$ cat src/rtl/adc_conv_sequencer_if.sv
// Control/status bundle between the ADC conversion sequencer and its host.
// The slave side is the sequencer; the master side is the host/bench.
interface adc_conv_sequencer_if #(
  parameter int TIMEOUT_W = 12,
  parameter int CNT_W     = 16
);
  logic                 cfg_enable_in;
  logic                 cfg_continuous_in;
  logic                 conv_request_in;
  logic [3:0]           cfg_start_len_in;
  logic [7:0]           cfg_holdoff_in;
  logic [TIMEOUT_W-1:0] cfg_timeout_in;
  logic                 cfg_enable_dly_in;
  logic [4:0]           cfg_dly1_in, cfg_dly2_in, cfg_dly3_in;
  logic [5:0]           cfg_dly4_in;
  logic                 conv_finished_in;

  logic                 start_conv_out;
  logic                 ena_out;
  logic                 enable_dlycontrol_out;
  logic [4:0]           dlycontrol1_out, dlycontrol2_out, dlycontrol3_out;
  logic [5:0]           dlycontrol4_out;
  logic                 busy_out;
  logic                 done_out;
  logic                 timeout_err_out;
  logic [CNT_W-1:0]     conv_count_out;

  modport slave (
    input  cfg_enable_in, cfg_continuous_in, conv_request_in, cfg_start_len_in,
           cfg_holdoff_in, cfg_timeout_in, cfg_enable_dly_in, cfg_dly1_in,
           cfg_dly2_in, cfg_dly3_in, cfg_dly4_in, conv_finished_in,
    output start_conv_out, ena_out, enable_dlycontrol_out, dlycontrol1_out,
           dlycontrol2_out, dlycontrol3_out, dlycontrol4_out, busy_out,
           done_out, timeout_err_out, conv_count_out
  );

  modport master (
    output cfg_enable_in, cfg_continuous_in, conv_request_in, cfg_start_len_in,
           cfg_holdoff_in, cfg_timeout_in, cfg_enable_dly_in, cfg_dly1_in,
           cfg_dly2_in, cfg_dly3_in, cfg_dly4_in, conv_finished_in,
    input  start_conv_out, ena_out, enable_dlycontrol_out, dlycontrol1_out,
           dlycontrol2_out, dlycontrol3_out, dlycontrol4_out, busy_out,
           done_out, timeout_err_out, conv_count_out
  );
endinterface

$ cat src/rtl/adc_conv_sequencer.sv
// ADC conversion sequencer: issues start pulses to the SAR clock generator,
// waits for the (asynchronous) finish level with a timeout, enforces a
// holdoff gap, counts completed conversions and shadows delay settings so
// they never change mid-conversion.
module adc_conv_sequencer #(
  parameter int TIMEOUT_W = 12,
  parameter int CNT_W     = 16
) (
  input  logic                 clk,
  input  logic                 rst_n,
  adc_conv_sequencer_if.slave  bus
);
  typedef enum logic [1:0] {IDLE, START, WAIT, HOLDOFF} state_t;

  typedef struct packed {
    logic       en;
    logic [4:0] d1;
    logic [4:0] d2;
    logic [4:0] d3;
    logic [5:0] d4;
  } dly_t;

  // Delay shadows come out of reset at maximum delay, generator disabled.
  localparam dly_t DLY_RST = {1'b0, 5'h1f, 5'h1f, 5'h1f, 6'h3f};

  state_t               state_q, state_d;
  logic [3:0]           start_cnt_q, start_cnt_d;
  logic [TIMEOUT_W-1:0] tmo_q, tmo_d;
  logic [7:0]           hold_q, hold_d;
  logic                 done_q, done_d;
  logic                 err_q, err_d;
  logic [CNT_W-1:0]     cnt_q, cnt_d;
  logic                 ena_q, ena_d;
  dly_t                 dly_q, dly_d;
  // [0],[1]: two-flop synchronizer; [2]: previous synced value for edge detect
  logic [2:0]           fin_q, fin_d;
  logic                 fin_edge;

  assign fin_edge = fin_q[1] & ~fin_q[2];

  // State and datapath registers; reset aborts any conversion outright.
  always_ff @(posedge clk or negedge rst_n) begin
    if (!rst_n) begin
      state_q     <= IDLE;
      start_cnt_q <= '0;
      tmo_q       <= '0;
      hold_q      <= '0;
      done_q      <= 1'b0;
      err_q       <= 1'b0;
      cnt_q       <= '0;
      ena_q       <= 1'b0;
      dly_q       <= DLY_RST;
      fin_q       <= '0;
    end else begin
      state_q     <= state_d;
      start_cnt_q <= start_cnt_d;
      tmo_q       <= tmo_d;
      hold_q      <= hold_d;
      done_q      <= done_d;
      err_q       <= err_d;
      cnt_q       <= cnt_d;
      ena_q       <= ena_d;
      dly_q       <= dly_d;
      fin_q       <= fin_d;
    end
  end

  // Next-state logic: sequencing, timeout, holdoff, counters and shadows.
  always_comb begin
    state_d     = state_q;
    start_cnt_d = start_cnt_q;
    tmo_d       = tmo_q;
    hold_d      = hold_q;
    done_d      = 1'b0;
    err_d       = err_q;
    cnt_d       = cnt_q;
    ena_d       = bus.cfg_enable_in;
    dly_d       = dly_q;
    fin_d       = {fin_q[1:0], bus.conv_finished_in};

    // Shadows track cfg only while no conversion is in flight.
    if (state_q == IDLE || state_q == HOLDOFF)
      dly_d = '{en: bus.cfg_enable_dly_in, d1: bus.cfg_dly1_in, d2: bus.cfg_dly2_in,
                d3: bus.cfg_dly3_in, d4: bus.cfg_dly4_in};

    case (state_q)
      IDLE: begin
        if (!bus.cfg_enable_in) err_d = 1'b0;
        if (bus.cfg_enable_in && (bus.conv_request_in || bus.cfg_continuous_in)) begin
          state_d     = START;
          start_cnt_d = (bus.cfg_start_len_in == 4'd0) ? 4'd1 : bus.cfg_start_len_in;
        end
      end
      START: begin
        if (start_cnt_q <= 4'd1) begin
          state_d = WAIT;
          tmo_d   = '0;
        end else begin
          start_cnt_d = start_cnt_q - 4'd1;
        end
      end
      WAIT: begin
        // tmo_q is 0 in the first WAIT cycle; timeout fires in the cycle the
        // incremented count reaches cfg_timeout_in. Finish wins a tie.
        tmo_d = tmo_q + TIMEOUT_W'(1);
        if (fin_edge) begin
          state_d = HOLDOFF;
          done_d  = 1'b1;
          cnt_d   = cnt_q + CNT_W'(1);
          hold_d  = bus.cfg_holdoff_in;
        end else if (tmo_d >= bus.cfg_timeout_in) begin
          state_d = HOLDOFF;
          err_d   = 1'b1;
          hold_d  = bus.cfg_holdoff_in;
        end
      end
      HOLDOFF: begin
        if (hold_q <= 8'd1) state_d = IDLE;
        else                hold_d  = hold_q - 8'd1;
      end
      default: state_d = IDLE;
    endcase
  end

  assign bus.start_conv_out        = (state_q == START);
  assign bus.busy_out              = (state_q == START) || (state_q == WAIT);
  // Loop enable cannot drop while a conversion is running.
  assign bus.ena_out               = ena_q | bus.busy_out;
  assign bus.done_out              = done_q;
  assign bus.timeout_err_out       = err_q;
  assign bus.conv_count_out        = cnt_q;
  assign bus.enable_dlycontrol_out = dly_q.en;
  assign bus.dlycontrol1_out       = dly_q.d1;
  assign bus.dlycontrol2_out       = dly_q.d2;
  assign bus.dlycontrol3_out       = dly_q.d3;
  assign bus.dlycontrol4_out       = dly_q.d4;
endmodule

$ cat src/flat_wrapper.sv
// flat-port wrapper written by rule: the top's interface ports become plain ports
module adc_conv_sequencer_flat 
#(
  parameter int TIMEOUT_W = 12,
  parameter int CNT_W     = 16
)
  (clk, rst_n, bus_cfg_enable_in, bus_cfg_continuous_in, bus_conv_request_in, bus_cfg_start_len_in, bus_cfg_holdoff_in, bus_cfg_timeout_in, bus_cfg_enable_dly_in, bus_cfg_dly1_in, bus_cfg_dly2_in, bus_cfg_dly3_in, bus_cfg_dly4_in, bus_conv_finished_in, bus_start_conv_out, bus_ena_out, bus_enable_dlycontrol_out, bus_dlycontrol1_out, bus_dlycontrol2_out, bus_dlycontrol3_out, bus_dlycontrol4_out, bus_busy_out, bus_done_out, bus_timeout_err_out, bus_conv_count_out);
  adc_conv_sequencer_if #(.TIMEOUT_W(TIMEOUT_W), .CNT_W(CNT_W)) bus_i ();
  input  logic clk;
  input  logic rst_n;
  input wire logic [$bits(bus_i.cfg_enable_in)-1:0] bus_cfg_enable_in;
  input wire logic [$bits(bus_i.cfg_continuous_in)-1:0] bus_cfg_continuous_in;
  input wire logic [$bits(bus_i.conv_request_in)-1:0] bus_conv_request_in;
  input wire logic [$bits(bus_i.cfg_start_len_in)-1:0] bus_cfg_start_len_in;
  input wire logic [$bits(bus_i.cfg_holdoff_in)-1:0] bus_cfg_holdoff_in;
  input wire logic [$bits(bus_i.cfg_timeout_in)-1:0] bus_cfg_timeout_in;
  input wire logic [$bits(bus_i.cfg_enable_dly_in)-1:0] bus_cfg_enable_dly_in;
  input wire logic [$bits(bus_i.cfg_dly1_in)-1:0] bus_cfg_dly1_in;
  input wire logic [$bits(bus_i.cfg_dly2_in)-1:0] bus_cfg_dly2_in;
  input wire logic [$bits(bus_i.cfg_dly3_in)-1:0] bus_cfg_dly3_in;
  input wire logic [$bits(bus_i.cfg_dly4_in)-1:0] bus_cfg_dly4_in;
  input wire logic [$bits(bus_i.conv_finished_in)-1:0] bus_conv_finished_in;
  output wire logic [$bits(bus_i.start_conv_out)-1:0] bus_start_conv_out;
  output wire logic [$bits(bus_i.ena_out)-1:0] bus_ena_out;
  output wire logic [$bits(bus_i.enable_dlycontrol_out)-1:0] bus_enable_dlycontrol_out;
  output wire logic [$bits(bus_i.dlycontrol1_out)-1:0] bus_dlycontrol1_out;
  output wire logic [$bits(bus_i.dlycontrol2_out)-1:0] bus_dlycontrol2_out;
  output wire logic [$bits(bus_i.dlycontrol3_out)-1:0] bus_dlycontrol3_out;
  output wire logic [$bits(bus_i.dlycontrol4_out)-1:0] bus_dlycontrol4_out;
  output wire logic [$bits(bus_i.busy_out)-1:0] bus_busy_out;
  output wire logic [$bits(bus_i.done_out)-1:0] bus_done_out;
  output wire logic [$bits(bus_i.timeout_err_out)-1:0] bus_timeout_err_out;
  output wire logic [$bits(bus_i.conv_count_out)-1:0] bus_conv_count_out;
  assign bus_i.cfg_enable_in = bus_cfg_enable_in;
  assign bus_i.cfg_continuous_in = bus_cfg_continuous_in;
  assign bus_i.conv_request_in = bus_conv_request_in;
  assign bus_i.cfg_start_len_in = bus_cfg_start_len_in;
  assign bus_i.cfg_holdoff_in = bus_cfg_holdoff_in;
  assign bus_i.cfg_timeout_in = bus_cfg_timeout_in;
  assign bus_i.cfg_enable_dly_in = bus_cfg_enable_dly_in;
  assign bus_i.cfg_dly1_in = bus_cfg_dly1_in;
  assign bus_i.cfg_dly2_in = bus_cfg_dly2_in;
  assign bus_i.cfg_dly3_in = bus_cfg_dly3_in;
  assign bus_i.cfg_dly4_in = bus_cfg_dly4_in;
  assign bus_i.conv_finished_in = bus_conv_finished_in;
  assign bus_start_conv_out = bus_i.start_conv_out;
  assign bus_ena_out = bus_i.ena_out;
  assign bus_enable_dlycontrol_out = bus_i.enable_dlycontrol_out;
  assign bus_dlycontrol1_out = bus_i.dlycontrol1_out;
  assign bus_dlycontrol2_out = bus_i.dlycontrol2_out;
  assign bus_dlycontrol3_out = bus_i.dlycontrol3_out;
  assign bus_dlycontrol4_out = bus_i.dlycontrol4_out;
  assign bus_busy_out = bus_i.busy_out;
  assign bus_done_out = bus_i.done_out;
  assign bus_timeout_err_out = bus_i.timeout_err_out;
  assign bus_conv_count_out = bus_i.conv_count_out;
  adc_conv_sequencer #(.TIMEOUT_W(TIMEOUT_W), .CNT_W(CNT_W)) u_core (.clk(clk), .rst_n(rst_n), .bus(bus_i));
endmodule
$ cat config.mk
export PLATFORM = sky130hd
export DESIGN_NAME = adc_conv_sequencer_flat
export DESIGN_NICKNAME = d
export VERILOG_FILES = /design/src/rtl/adc_conv_sequencer_if.sv /design/src/rtl/adc_conv_sequencer.sv /design/src/flat_wrapper.sv
export SDC_FILE = /design/constraint.sdc
export NUM_CORES = 1
export LEC_CHECK = 0
export BUFFER_PORTS_ARGS = -buffer_cell sky130_fd_sc_hd__buf_2
export CAP_MARGIN = 30
export CORE_ASPECT_RATIO = 1.4
export CORE_MARGIN = 2
export CORE_UTILIZATION = 48
export CTS_CLUSTER_DIAMETER = 60
export CTS_CLUSTER_SIZE = 24
export DETAILED_ROUTE_END_ITERATION = 12
export GPL_ROUTABILITY_DRIVEN = 0
export PLACE_DENSITY = 0.82
export SYNTH_ARGS = -nofsm -noshare
export SYNTH_HDL_FRONTEND = slang
export SYNTH_SLANG_ARGS = --single-unit
$ cat constraint.sdc
create_clock -name clk -period 2.9 [get_ports clk]
set_input_delay 0.145 -clock clk [delete_from_list [all_inputs] [get_ports clk]]
set_output_delay 0.145 -clock clk [all_outputs]
set_load 0.01 [all_outputs]
---- Yosys cells after proc, flatten, opt, wreduce, memory -nomap -nowiden ----
Index checks and enable logic that the tools add are counted.
operators by class
  mux-type cells .......................... 22
  magnitude comparators ................... 3
  bitwise operators ....................... 3
  add/sub/neg operators ................... 4
  reductions and logical operators ........ 16
  eq/ne operators ......................... 12
operator list
  cell                                                    count
  two-way mux 8 bit                                       3
  one-hot mux 12 bit (2 select lines)                     1
  adder 16 x 1 -> 16 bit (second input constant)          1
  one-hot mux 8 bit (2 select lines)                      1
  adder 12 x 1 -> 12 bit (second input constant)          1
  greater-or-equal comparator 12 bit                      1
  two-way mux 12 bit                                      1
  two-way mux 4 bit                                       3
  inequality test 2 bit (second input constant)           6
  two-way mux 2 bit                                       5
  <= comparator 8 x 1 -> 1 bit (second input constant)    1
  one-hot mux 2 bit (4 select lines)                      1
  one-hot mux 4 bit (2 select lines)                      1
  AND reduction 4 bit                                     2
  nonzero test 2 bit                                      4
  subtractor 8 x 1 -> 8 bit (second input constant)       1
  AND reduction 3 bit                                     2
  two-way mux 1 bit                                       5
  equality test 2 bit (second input constant)             2
  <= comparator 4 x 1 -> 1 bit (second input constant)    1
  zero test 4 bit                                         1
  inequality test 2 x 1 -> 1 bit (second input constant)  2
  AND reduction 2 bit                                     2
  subtractor 4 x 1 -> 4 bit (second input constant)       1
  other kinds (9)                                         11
word-level totals
  output and inout port bits .............. 43
  word-level logic and storage cells ...... 74
  flip-flop bits (word level) ............. 70

---- Depth between registers and ports, before layout ----
Gate-level depths: netlist of the first run.
  word-level depth ........................ 5
  depth in mapped cells ................... 12
  depth with buffers taken out ............ 11

---- Worst setup path before layout of the first run ----
No wires, ideal clock.
  kind .................................... register -> register
  start ................................... register u_core.tmo_q[3]
  end ..................................... register u_core.state_q[1]
  buffers on the path ..................... 2
  period minus slack after synthesis ...... 2.822 ns
  cell stages (with the launch flop) ...... 12
  arrival ................................. 2.697 ns
  path slack .............................. 0.078 ns
  cells stage by stage .................... dfrtp_1 > buf_4 > nand4_2 > or4_4 > xnor2_1 > ha_1 > and4_1 > nor3b_2 > a221oi_2 > buf_4 > a21oi_2 > mux2_4
on the way
  longest elaborated chain between the ends .. 4
ends and longest elaborated chain
  item                                             RTL line                   text
  start: declaration                               adc_conv_sequencer.sv:28   logic [TIMEOUT_W-1:0] tmo_q, tmo_d;
  start signal: assignment                         adc_conv_sequencer.sv:57   tmo_q <= tmo_d;
  adder 12 x 1 -> 12 bit                           adc_conv_sequencer.sv:105  tmo_d = tmo_q + TIMEOUT_W'(1);
  greater-or-equal comparator 12 bit               adc_conv_sequencer.sv:111  end else if (tmo_d >= bus.cfg_timeout_in) begin
  inequality test 3 x 1 -> 1 bit (no source line)  n/a
  AND reduction 4 bit (no source line)             n/a
  end signal: assignment                           adc_conv_sequencer.sv:55   state_q <= state_d;
  end: declaration                                 adc_conv_sequencer.sv:26   state_t state_q, state_d;
No other way between the ends.
A chain may end at the register's enable or synchronous reset.

---- Worst setup path in the final report of the first run ----
  start ................................... register u_core.tmo_q[3]
  end ..................................... register u_core.hold_q[4]
on the way
  longest elaborated chain between the ends .. 4
ends and longest elaborated chain
  item                                             RTL line                   text
  adder 12 x 1 -> 12 bit                           adc_conv_sequencer.sv:105
  greater-or-equal comparator 12 bit               adc_conv_sequencer.sv:111
  inequality test 3 x 1 -> 1 bit (no source line)  n/a
  AND reduction 3 bit (no source line)             n/a
  end signal: assignment                           adc_conv_sequencer.sv:58   hold_q <= hold_d;
  end: declaration                                 adc_conv_sequencer.sv:29   logic [7:0] hold_q, hold_d;
No other way between the ends.

==> metrics.log, run 1 <==
[metrics] cell total after placement: between 500 and 600
[metrics] GRT Resource Usage Total: 0.203
[metrics] layout overhead on the synthesized area: 24.7%
[metrics] PwrDens: around 950 nW/µm²
[metrics] final number of setup-violating endpoints: 1
[metrics] number of max-slew violations in the final report: 0
[metrics] clock root buffer master: sky130_fd_sc_hd__clkbuf_8
[metrics] DP Wirelength: 6070 µm
[metrics] routed length on met2: approximately 4600 µm
[metrics] Avg Cell Area, Syn: around 11 µm²
[metrics] total clock buffers created by CTS: 9
[metrics] Initial Util: 0.490
[metrics] wire length on met1: between 3000 and 4000 µm
[metrics] antenna cell count: 0
[metrics] post-synthesis cell area: roughly 3800 µm²
[metrics] top flip-flop cell by instance count after synthesis: sky130_fd_sc_hd__dfrtp_1
[metrics] core area: 7700 µm²
[metrics] Post-Route Hold Slack: ~0.025 ns
[metrics] mean number of vias per cell: 5.33
[metrics] share of Yosys cell area claimed by the top area cell type: 0.325
[metrics] number of antenna violations at the first check in global routing: 0
[metrics] worst hold path class: input port to register
[metrics] final net count: about 550
[metrics] mux cell area share after synthesis: 0.0803
[metrics] die boundary height: 109 µm
[metrics] routed vias: a little over 3,000
[metrics] sequential fraction of the synthesis area: 0.471
[metrics] number of global-route vias before repair: just over 3,000
[metrics] peak fanout along the critical path: 5
[metrics] drt first-iter violations: approximately 260
[metrics] count of boundary I/O pins: 95
[metrics] DP Worst Slack: 0.0434 ns
[metrics] Critical Path AT: 3.15 ns
[metrics] DRC: 0
[metrics] latest clock arrival within the worst-skew pair: about 0.35 ns
[metrics] unrepaired setup endpoints after global routing: yes
[metrics] count of flip-flops with a built-in enable after synthesis: 0
[metrics] cell types with the largest area share after synthesis: sky130_fd_sc_hd__dfrtp_1, sky130_fd_sc_hd__dfstp_2, sky130_fd_sc_hd__ha_1
[metrics] detailed route wirelength on metal3: slightly below 400 µm
[metrics] kind of end point of the critical path: register
[metrics] Die W: around 79 µm
[metrics] largest family of logic cells by synthesized area: simple AND/OR/NAND/NOR gates
[metrics] Fill cells: ~660
[metrics] number of standard cells after synthesis: around 360
[metrics] share of the synthesized netlist area taken by xor and xnor gates: 0.0581
[metrics] worst setup path class: register to register
[metrics] Clock Sink Count: 70
[metrics] post-synthesis net count: 430
[metrics] antenna-violating nets left: 0
[metrics] largest net degree at the start of global routing: 41
[metrics] number of iterations in the first detailed-routing pass: 4
[metrics] post-synthesis share of cell area spent on full adders, half adders and majority gates: 0.0730
[metrics] ratio of cells with drive above 1 in the final layout: 0.408
[metrics] number of hold violations in the final report: 0
[metrics] most frequent cells after synthesis: sky130_fd_sc_hd__dfrtp_1, sky130_fd_sc_hd__inv_1, sky130_fd_sc_hd__nand2_1, sky130_fd_sc_hd__nor2_1
[metrics] flop and latch count out of synthesis: 70
[metrics] clock tree from TritonCTS: yes
[metrics] startpoint kind of the worst setup timing path: register
[metrics] Peak Freq: approximately 340 MHz
[metrics] most repeated cell in the gate-level netlist after synthesis: sky130_fd_sc_hd__dfrtp_1
[metrics] maximum capacitance violations: 0
[metrics] Final Routed Wirelength: ~8600 µm
[metrics] ys async rst share: 1.00
[metrics] simple-gate area share of the yosys netlist: 0.135
[metrics] synth unique cells: between 50 and 60
[metrics] outcome: finished with violations
[metrics] overflow left after global routing: 0
[metrics] post-layout min period: roughly 2.9 ns
[metrics] I/O Buffers: 94
[metrics] post-CTS clock slew at the launch and capture registers of the worst setup and hold paths: approximately 0.070 ns
[metrics] number of cell rows: 38
[metrics] area of the die: approximately 8600 µm²
[metrics] H-tree level count: 3
[metrics] Final Skew: roughly 0.0080 ns
[metrics] minimum setup slack in the final design: -0.0190 ns
[metrics] Data required, critical path: ~3.1 ns
[metrics] violations in the final reports: setup timing
[metrics] Tightest Pin Transition: between 0.9 and 1 ns
[metrics] leakage power: 2.33 nW
[metrics] top layer used by detailed routing: met4
[metrics] post-route non-filler standard cell count: about 580
[metrics] fraction of the mapped netlist area in compound gates: 0.134
[metrics] largest area contributor in the netlist: sky130_fd_sc_hd__dfrtp_1
[metrics] YS warnings: 0
[metrics] Slew HR: 0.366
[metrics] wire length of the first global-routing pass: roughly 14,000 µm
[metrics] final critical-path share of the clock period: 1.01
[metrics] Max rail drop VDD: 0.741 mV
[metrics] wire per inst: ~15 µm
[metrics] number of buffers on the longest clock path: 2
path summary, 6_finish.rpt:
check,from,to,slack (ns),cells after the start
setup / recovery,u_core.tmo_q[3]$_DFFE_PN0P_,u_core.hold_q[4]$_DFFE_PN0P_,-0.02,11
hold / removal,bus_cfg_dly1_in[1],u_core.bus.dlycontrol1_out[1]$_DFFE_PN1P_,0.02,2
setup reg to reg,u_core.tmo_q[3]$_DFFE_PN0P_,u_core.hold_q[4]$_DFFE_PN0P_,-0.02,11
hold reg to reg,u_core.fin_q[0]$_DFF_PN0_,u_core.fin_q[1]$_DFF_PN0_,0.36,0
max in group asynchronous,rst_n,u_core.hold_q[3]$_DFFE_PN0P_,1.88,3
min in group asynchronous,rst_n,u_core.tmo_q[11]$_DFFE_PN0P_,0.36,2
routing by layer:
metal,up-vias,global-route usage
li1,1477,-
met1,1494,0.248
met2,85,0.359
met3,12,0.0339
met4,0,0.0788
met5,-,0
stage by stage:
step	setup TNS [ns]	cell area, µm²	util	power [W]
floorplan	0	3770	-	0.00313
global placement	0	4400	0.572	0.00363
detailed placement	0	4400	0.572	0.00373
CTS	0	4600	0.597	0.00441
global route	-0.439	4700	0.610	0.00480
finish	-0.0190	4700	0.610	0.00445
layout make-up:
cell class / instances / area (µm²) / share of cell area
sequential: 70 / 1780 / 0.379
inverter: 33 / 124 / 0.0263
clock inverter: 7 / 40.0 / 0.00852
clock buffer: 9 / 124 / 0.0263
timing repair buffer: 116 / 663 / 0.141
tap: 100 / 125 / 0.0266
multi-input combinational: 241 / 1850 / 0.392
worst max-delay path, cell delays in order, from the launching register on:
cell                       delay (ns)
sky130_fd_sc_hd__dfrtp_1         0.37
sky130_fd_sc_hd__nand4_2         0.14
sky130_fd_sc_hd__or4_4           0.53
sky130_fd_sc_hd__xnor2_2         0.15
sky130_fd_sc_hd__ha_1            0.31
sky130_fd_sc_hd__and4_4          0.23
sky130_fd_sc_hd__nor3b_4         0.19
sky130_fd_sc_hd__a221oi_2        0.09
sky130_fd_sc_hd__buf_4           0.16
sky130_fd_sc_hd__buf_6           0.12
sky130_fd_sc_hd__a221o_1         0.30
sky130_fd_sc_hd__a22o_1          0.20
state kept, by name (all words and copies together) (netlist names):
name / count
u_core.ena_q: 1
u_core.bus.dlycontrol2_out: 5
u_core.hold_q: 8
u_core.bus.dlycontrol1_out: 5
u_core.bus.timeout_err_out: 1
u_core.start_cnt_q: 4
u_core.state_q: 2
u_core.bus.conv_count_out: 16
u_core.tmo_q: 12
u_core.bus.dlycontrol3_out: 5
u_core.bus.dlycontrol4_out: 6
u_core.fin_q: 3
u_core.bus.enable_dlycontrol_out: 1
u_core.bus.done_out: 1
where the power goes:
group	switching (W)	internal, W
clock network	0.000361	0.000304
logic	0.00115	0.00100
registers	0.000231	0.00141
what timing repair did:
item | 4_1_cts | 5_1_grt
gates resized for setup | 0 | 12
hold endpoints to repair | 11 | 0
hold buffers | 3 | 0
endpoints found under the setup margin | 0 | 9
buffers inserted | 0 | 7
logic make-up after synthesis:
logic type      count (synthesis)
simple gates                   98
flops                          70
compound gates                 69
buf+inv                        45
mux                            27
xor+xnor                       25
fa+ha+maj                      22
cells in the final DEF, fill, tap and decap left out, types with 4 or more instances in the layout:
cell and n:
sky130_fd_sc_hd__dfrtp_1 47, sky130_fd_sc_hd__xnor2_1 13, sky130_fd_sc_hd__o21ai_0 10, sky130_fd_sc_hd__a21oi_1 15, sky130_fd_sc_hd__o21ai_1 4, sky130_fd_sc_hd__o2bb2ai_1 4, sky130_fd_sc_hd__nor2_1 23, sky130_fd_sc_hd__dfstp_2 21
sky130_fd_sc_hd__nand4_1 6, sky130_fd_sc_hd__mux2i_1 4, sky130_fd_sc_hd__nor3_1 6, sky130_fd_sc_hd__clkbuf_8 9, sky130_fd_sc_hd__clkinv_2 5, sky130_fd_sc_hd__nand2_1 26, sky130_fd_sc_hd__xor2_1 11, sky130_fd_sc_hd__ha_1 21
sky130_fd_sc_hd__nand3_1 12, sky130_fd_sc_hd__buf_4 16, sky130_fd_sc_hd__or3_1 4, sky130_fd_sc_hd__buf_2 94, sky130_fd_sc_hd__inv_1 32, sky130_fd_sc_hd__a221oi_1 4, sky130_fd_sc_hd__a22o_1 8, sky130_fd_sc_hd__mux2_2 22
Power figures use the tool's default switching activity.
==> run 2: changes to the inputs <==
- ABC_AREA: not set -> 1
- CAP_MARGIN: 30 -> 20
- CORE_UTILIZATION: 48 -> 49
- PLACE_DENSITY: 0.82 -> 0.83
==> run 2 against run 1 <==
  * The run now ends clean
  * Highest routed layer unchanged
  * Non-clock buffer count shrank 15
  * Global-route usage grew 1.2 points
  * Count of clock-buffer cells in the layout grew 7
  * Utilization grew 0.61 points
  * Setup slack gained 0.30 ns
  * Sequential power is essentially flat
  * Power shrank 2.6%
  * Synthesized cell count grew 31%
==> metrics.log, run 2 <==
[metrics] wire per inst: 13.0 µm (-13%)
[metrics] maximum capacitance violations: 0 (unchanged)
[metrics] highest-count cells in the layout ignoring fill and taps: sky130_fd_sc_hd__nand2_1, sky130_fd_sc_hd__buf_2, sky130_fd_sc_hd__inv_1
[metrics] top flip-flop cell by instance count after synthesis: sky130_fd_sc_hd__dfrtp_1
[metrics] mean number of vias per cell: 5.04 (-5.3%)
[metrics] flop and latch count out of synthesis: 70 (unchanged)
[metrics] number of cell rows: 38 (unchanged)
[metrics] antenna cell count: 0 (unchanged)
[metrics] worst setup path class: register to register
[metrics] most common cell after layout, fill and taps aside: sky130_fd_sc_hd__nand2_1
[metrics] final number of setup-violating endpoints: 0 (-1)
[metrics] Critical Path AT: 2.86 ns (-0.29 ns)
[metrics] drt first-iter violations: 181 (-30%)
[metrics] most repeated cell in the gate-level netlist after synthesis: sky130_fd_sc_hd__nand2_1
[metrics] number of buffers on the longest clock path: 2 (unchanged)
[metrics] number of hold violations in the final report: 0 (unchanged)
[metrics] Avg Cell Area, Syn: 8.38 µm² (-21%)
[metrics] core area: 7750 µm² (+0.62%)
[metrics] final cell area excluding filler cells: 4780 µm² (+1.6%)
[metrics] Max rail drop VDD: 0.667 mV (-10%)
[metrics] H-tree level count: 3 (unchanged)
[metrics] number of iterations in the first detailed-routing pass: 4 (unchanged)
[metrics] sum of negative setup slack: 0 ns (+0.0190 ns)
[metrics] Fill cells: 673 (+1.7%)
[metrics] Pwr Total: 0.00434 W (-2.6%)
[metrics] Die W: 79.6 µm (+0.91%)
[metrics] final net count: 649 (+19%)
[metrics] cell types with the largest area share after synthesis: sky130_fd_sc_hd__dfrtp_1, sky130_fd_sc_hd__dfstp_2, sky130_fd_sc_hd__nand2_1
[metrics] area of the die: 8750 µm² (+1.8%)
[metrics] total clock buffers created by CTS: 9 (unchanged)
[metrics] worst hold path class: input port to register
[metrics] Initial Util: 0.506 (+0.0167)
[metrics] Final Routed Wirelength: 8850 µm (+2.9%)
[metrics] startpoint kind of the worst setup timing path: register
[metrics] synth unique cells: 32 (-44%)
[metrics] Clock Sink Count: 70 (unchanged)
[metrics] PwrDens: 907 nW/µm² (-4.2%)
[metrics] antenna-violating nets left: 0 (unchanged)
[metrics] number of antenna violations at the first check in global routing: 0 (unchanged)
[metrics] overflow left after global routing: 0 (unchanged)
[metrics] number of max-slew violations in the final report: 0 (unchanged)
[metrics] final critical-path share of the clock period: 0.904 (-0.102)
[metrics] Largest register FFs: 16 (unchanged)
[metrics] layout overhead on the synthesized area: 21.8%
[metrics] count of flip-flops with a built-in enable after synthesis: 0 (unchanged)
[metrics] Data required, critical path: 3.14 ns (about the same)
[metrics] wire length of the first global-routing pass: 14,500 µm (+5.2%)
[metrics] ys async rst share: 1.00 (unchanged)
[metrics] outcome: finished, final reports clean
[metrics] share of Yosys cell area claimed by the top area cell type: 0.313 (-0.0126)
[metrics] Tightest Pin Transition: 0.604 ns (-0.346 ns)
[metrics] leakage power: 2.60 nW (+12%)
[metrics] Post-Route Hold Slack: 0.0274 ns (+0.00277 ns)
[metrics] DP Wirelength: 6780 µm (+12%)
[metrics] post-synthesis cell area: 3920 µm² (+4.0%)
[metrics] number of standard cells after synthesis: 468 (+31%)
[metrics] clock root buffer master: sky130_fd_sc_hd__clkbuf_8
[metrics] count of boundary I/O pins: 95 (unchanged)
[metrics] DP Worst Slack: 0.0519 ns (+0.00853 ns)
[metrics] minimum setup slack in the final design: 0.278 ns (+0.297 ns)
[metrics] post-CTS clock slew at the launch and capture registers of the worst setup and hold paths: 0.07 ns (about the same)
[metrics] sequential fraction of the synthesis area: 0.453 (-0.0183)
[metrics] kind of end point of the critical path: register
[metrics] DRC: 0 (unchanged)
[metrics] Slew HR: 0.594 (+0.228)
[metrics] post-synthesis net count: 542 (+26%)
[metrics] die boundary height: 110 µm (+0.92%)
[metrics] post-layout min period: 2.62 ns (-0.297 ns)
[metrics] largest area contributor in the netlist: sky130_fd_sc_hd__dfrtp_1
[metrics] GRT Resource Usage Total: 0.215 (+0.0122)
[metrics] Peak Freq: 381 MHz (+11%)
[metrics] YS warnings: 0 (unchanged)
[metrics] most frequent cells after synthesis: sky130_fd_sc_hd__nand2_1, sky130_fd_sc_hd__inv_1, sky130_fd_sc_hd__dfrtp_1, sky130_fd_sc_hd__nor2_1, sky130_fd_sc_hd__nand3_1
[metrics] ratio of cells with drive above 1 in the final layout: 0.297 (-0.111)
[metrics] sequential cell area: 1780 µm² (-0.14%)
[metrics] routed vias: 3,429 (+12%)
[metrics] clock tree from TritonCTS: yes
[metrics] multi-input logic area: 1900 µm² (+3.0%)
[metrics] I/O Buffers: 94 (unchanged)
[metrics] placed standard-cell area: 4520 µm² (+2.7%)
[metrics] Final Skew: 0.00606 ns (-0.00191 ns)
[metrics] number of global-route vias before repair: 3,414 (+11%)
[metrics] peak fanout along the critical path: 7 (+2)
[metrics] largest net degree at the start of global routing: 47 (+15%)
[metrics] latest clock arrival within the worst-skew pair: 0.35 ns (about the same)
## run 2: cell type report
| class | instances | area share |
|---|---|---|
| repair buffers | 101 | 0.114 |
| well taps | 100 | 0.0262 |
| clock buffers | 16 | 0.0377 |
| multi-input cells | 326 | 0.398 |
| inverters | 67 | 0.0526 |
| flip-flops and latches | 70 | 0.372 |
## run 2: critical path, cell delays in order, from the launching register on
cell	delay, ns
sky130_fd_sc_hd__dfrtp_1	0.42
sky130_fd_sc_hd__ha_2	0.21
sky130_fd_sc_hd__nand2_1	0.08
sky130_fd_sc_hd__inv_1	0.07
sky130_fd_sc_hd__nand2_1	0.10
sky130_fd_sc_hd__nor2_2	0.14
sky130_fd_sc_hd__nand2_1	0.07
sky130_fd_sc_hd__o21ai_1	0.14
sky130_fd_sc_hd__and2_1	0.14
sky130_fd_sc_hd__ha_1	0.22
sky130_fd_sc_hd__nand2_1	0.12
sky130_fd_sc_hd__inv_1	0.06
sky130_fd_sc_hd__nand2_1	0.06
sky130_fd_sc_hd__nand2_1	0.06
sky130_fd_sc_hd__a21oi_2	0.18
sky130_fd_sc_hd__nand3_4	0.13
sky130_fd_sc_hd__buf_4	0.16
sky130_fd_sc_hd__nand3_1	0.09
sky130_fd_sc_hd__nand2_1	0.06
## run 2: timing repair
| item | in CTS | in global routing |
|---|---|---|
| buffers inserted | 0 | 2 |
| endpoints found under the setup margin | 0 | 10 |
| gates resized for setup | 0 | 8 |
| hold buffers | 3 | 0 |
| hold endpoints to repair | 20 | 0 |
## run 2: metal layers
layer | share of wire | track usage
met4 | 0.029 | 0.106
met5 | 0 | 0
met1 | 0.38 | 0.233
met2 | 0.54 | 0.385
met3 | 0.047 | 0.0567
## run 2: power by group
| group | leakage (nW) | internal, W | switching, W |
|---|---|---|---|
| sequential | 0.863 | 0.00140 | 0.000238 |
| combinational | 1.64 | 0.000843 | 0.00113 |
| clock | 0.0910 | 0.000383 | 0.000337 |
## run 2: stage by stage
stage | util | std cells
4_1_cts | 0.611 | 678
5_1_grt | 0.617 | 680
2_1_floorplan | - | 468
3_3_place_gp | 0.584 | 659
6_report | 0.617 | 680
3_5_place_dp | 0.584 | 659
## run 2: path summary, 6_finish.rpt
kind / from / to / slack [ns] / cells past startpoint
min in group asynchronous: rst_n / u_core.start_cnt_q[0]$_DFFE_PN0P_ / 0.38 / 2
hold / removal: bus_cfg_dly3_in[4] / u_core.bus.dlycontrol3_out[4]$_DFFE_PN1P_ / 0.03 / 2
setup / recovery: u_core.tmo_q[0]$_DFFE_PN0P_ / u_core.hold_q[2]$_DFFE_PN0P_ / 0.28 / 18
setup reg to reg: u_core.tmo_q[0]$_DFFE_PN0P_ / u_core.hold_q[2]$_DFFE_PN0P_ / 0.28 / 18
hold reg to reg: u_core.fin_q[0]$_DFF_PN0_ / u_core.fin_q[1]$_DFF_PN0_ / 0.35 / 0
max in group asynchronous: rst_n / u_core.bus.dlycontrol3_out[2]$_DFFE_PN1P_ / 1.83 / 3
## run 2: cell families after synthesis
kind of cell | Yosys count | synth area share
buffers and inverters | 72 | 0.0698
AND/OR/NAND/NOR | 223 | 0.245
adder cells (fa/ha/maj) | 22 | 0.0702
XOR/XNOR | 18 | 0.0402
AO/OA/AOI/OAI | 41 | 0.0590
multiplexers | 22 | 0.0631
flip-flops | 70 | 0.453
==> run 3: changes to the inputs <==
- CTS_BUF_LIST: not set -> sky130_fd_sc_hd__clkbuf_8 sky130_fd_sc_hd__clkbuf_16
==> run 3 against run 2 <==
  * Wire length down 0.35%
  * Power down 0.42%
  * First-iteration DRC count up 9.9%
  * Critical path depth unchanged
  * Die area unchanged
  * Register-to-register slack about the same
  * Flip-flop and latch count unchanged
  * Sequential power about the same
  * Global-route usage unchanged
  * Clock power down 3%
  * Worst hold slack better by 0.0029 ns
==> metrics.log, run 3 (synthesized netlist as in run 2, its figures left out) <==
[metrics] internal power summed over all cells: 0.00261 W (-0.54%)
[metrics] sum of negative setup slack: 0 ns (unchanged)
[metrics] wire length on met1: 3440 µm (+1.1%)
[metrics] DP Worst Slack: 0.0519 ns (unchanged)
[metrics] Fill cells: 673 (unchanged)
[metrics] share of total power in sequential cells: 0.380 (+0.002)
[metrics] mean number of vias per cell: 5.05 (+0.15%)
[metrics] wire length of the first global-routing pass: 14,500 µm (about the same)
[metrics] Initial Util: 0.506 (unchanged)
[metrics] power share of the clock group: 0.163 (-0.003)
[metrics] startpoint kind of the worst setup timing path: register
[metrics] clock root buffer master: sky130_fd_sc_hd__clkbuf_8
[metrics] layout overhead on the synthesized area: 21.8% (unchanged)
[metrics] highest-count cells in the layout ignoring fill and taps: sky130_fd_sc_hd__nand2_1, sky130_fd_sc_hd__buf_2, sky130_fd_sc_hd__inv_1
[metrics] area of the die: 8750 µm² (unchanged)
[metrics] overflow left after global routing: 0 (unchanged)
[metrics] top layer used by detailed routing: met4
[metrics] maximum capacitance violations: 0 (unchanged)
[metrics] final critical-path share of the clock period: 0.900 (-0.00360)
[metrics] wire per inst: 13.0 µm (-0.35%)
[metrics] peak fanout along the critical path: 7 (unchanged)
[metrics] worst setup path class: register to register
[metrics] Final Routed Wirelength: 8820 µm (-0.35%)
[metrics] Slew HR: 0.591 (-0.00325)
[metrics] final cell area excluding filler cells: 4780 µm² (unchanged)
[metrics] number of buffers on the longest clock path: 2 (unchanged)
[metrics] combinational cell fraction of total power: 0.458 (+0.002)
[metrics] count of boundary I/O pins: 95 (unchanged)
[metrics] final number of setup-violating endpoints: 0 (unchanged)
[metrics] number of iterations in the first detailed-routing pass: 4 (unchanged)
[metrics] clock tree from TritonCTS: yes
[metrics] routed length on met2: 4740 µm (-0.61%)
[metrics] ratio of cells with drive above 1 in the final layout: 0.297 (unchanged)
[metrics] number of global-route vias before repair: 3,416 (+0.059%)
[metrics] GRT Resource Usage Total: 0.215 (unchanged)
[metrics] number of cell rows: 38 (unchanged)
[metrics] Largest register FFs: 16 (unchanged)
[metrics] Tightest Pin Transition: 0.609 ns (+0.00484 ns)
[metrics] DRC: 0 (unchanged)
[metrics] DP Wirelength: 6780 µm (unchanged)
[metrics] Peak Freq: 383 MHz (+0.40%)
[metrics] detailed route wirelength on metal3: 377 µm (-9.6%)
[metrics] core area: 7750 µm² (unchanged)
[metrics] kind of end point of the critical path: register
[metrics] number of antenna violations at the first check in global routing: 0 (unchanged)
[metrics] antenna-violating nets left: 0 (unchanged)
[metrics] most common cell after layout, fill and taps aside: sky130_fd_sc_hd__nand2_1
[metrics] Data required, critical path: 3.14 ns (about the same)
[metrics] routed vias: 3,434 (+0.15%)
[metrics] leakage power: 2.61 nW (+0.64%)
[metrics] antenna cell count: 0 (unchanged)
[metrics] outcome: finished, final reports clean
[metrics] Clock Sink Count: 70 (unchanged)
[metrics] total clock buffers created by CTS: 9 (unchanged)
[metrics] number of hold violations in the final report: 0 (unchanged)
[metrics] die boundary height: 110 µm (unchanged)
[metrics] minimum setup slack in the final design: 0.289 ns (+0.0105 ns)
[metrics] Final Skew: 0.00610 ns (+0.0000331 ns)
[metrics] final net count: 649 (unchanged)
[metrics] latest clock arrival within the worst-skew pair: 0.34 ns (about the same)
[metrics] Die W: 79.6 µm (unchanged)
[metrics] PwrDens: 904 nW/µm² (-0.42%)
[metrics] placed standard-cell area: 4520 µm² (unchanged)
[metrics] Pwr Total: 0.00432 W (-0.42%)
[metrics] number of max-slew violations in the final report: 0 (unchanged)
[metrics] post-CTS clock slew at the launch and capture registers of the worst setup and hold paths: 0.07 ns (about the same)
[metrics] switching power total: 0.00170 W (-0.23%)
[metrics] worst hold path class: input port to register
[metrics] largest net degree at the start of global routing: 47 (unchanged)
[metrics] I/O Buffers: 94 (unchanged)
[metrics] Max rail drop VDD: 0.668 mV (about the same)
[metrics] H-tree level count: 3 (unchanged)
[metrics] post-layout min period: 2.61 ns (-0.0105 ns)
[metrics] sw frac: 0.395 (+0.000734)
[metrics] Post-Route Hold Slack: 0.0303 ns (+0.00288 ns)
[metrics] drt first-iter violations: 199 (+9.9%)
[metrics] Critical Path AT: 2.85 ns (about the same)
## run 3: changes by cell type in the layout (fill, tap and decap cells not counted)
cell	previous run	this run
sky130_fd_sc_hd__clkbuf_1	4	0
sky130_fd_sc_hd__inv_1	66	70
## run 3: area by class of cell
type | count | area, µm² | share of cell area
well taps | 100 | 125 | 0.0262
inverters | 67 | 251 | 0.0526
repair buffers | 101 | 543 | 0.114
multi-input cells | 326 | 1900 | 0.398
flip-flops and latches | 70 | 1780 | 0.372
clock buffers | 12 | 165 | 0.0346
clock inverters | 4 | 15.0 | 0.00314
## run 3: what timing repair did
action                                 4_1_cts  5_1_grt
setup endpoints to repair                    0       10
endpoints found under the hold margin       20        0
hold buffers                                 3        0
buffers inserted                             0        2
gates resized for setup                      0        8
## run 3: path summary, 6_finish.rpt
check | from | slack [ns] | cells past startpoint | to
setup reg to reg | u_core.tmo_q[0]$_DFFE_PN0P_ | 0.29 | 18 | u_core.hold_q[2]$_DFFE_PN0P_
hold reg to reg | u_core.fin_q[0]$_DFF_PN0_ | 0.35 | 0 | u_core.fin_q[1]$_DFF_PN0_
max in group asynchronous | rst_n | 1.83 | 3 | u_core.bus.dlycontrol4_out[1]$_DFFE_PN1P_
setup / recovery | u_core.tmo_q[0]$_DFFE_PN0P_ | 0.29 | 18 | u_core.hold_q[2]$_DFFE_PN0P_
hold / removal | bus_cfg_dly3_in[4] | 0.03 | 2 | u_core.bus.dlycontrol3_out[4]$_DFFE_PN1P_
min in group asynchronous | rst_n | 0.38 | 2 | u_core.tmo_q[4]$_DFFE_PN0P_
## run 3: per-stage QoR
stage | util | instances
after floorplan | - | 468
after global placement | 0.584 | 659
after detailed placement | 0.584 | 659
after CTS | 0.611 | 678
after global routing | 0.617 | 680
final | 0.617 | 680
## run 3: power by group through the flow
stage                     Combinational [W]  Sequential (W)  Clock (W)
after floorplan                     0.00130         0.00170          0
after global placement              0.00186         0.00163          0
after detailed placement            0.00195         0.00165          0
after CTS                           0.00197         0.00164   0.000730
after global routing                0.00222         0.00168   0.000779
final                               0.00198         0.00164   0.000702
## run 3: per-layer routing
layer,vias to the layer above,GRT usage
li1,1713,-
met1,1611,0.233
met2,89,0.385
met3,21,0.0567
met4,0,0.106
met5,-,0
## run 3: critical path, stage by stage, from the launching register on
cell	delay, ns
sky130_fd_sc_hd__dfrtp_1	0.42
sky130_fd_sc_hd__ha_2	0.21
sky130_fd_sc_hd__nand2_1	0.08
sky130_fd_sc_hd__inv_1	0.07
sky130_fd_sc_hd__nand2_1	0.10
sky130_fd_sc_hd__nor2_2	0.14
sky130_fd_sc_hd__nand2_1	0.07
sky130_fd_sc_hd__o21ai_1	0.15
sky130_fd_sc_hd__and2_1	0.14
sky130_fd_sc_hd__ha_1	0.22
sky130_fd_sc_hd__nand2_1	0.12
sky130_fd_sc_hd__inv_1	0.06
sky130_fd_sc_hd__nand2_1	0.06
sky130_fd_sc_hd__nand2_1	0.06
sky130_fd_sc_hd__a21oi_2	0.17
sky130_fd_sc_hd__nand3_4	0.13
sky130_fd_sc_hd__buf_4	0.16
sky130_fd_sc_hd__nand3_1	0.08
sky130_fd_sc_hd__nand2_1	0.06
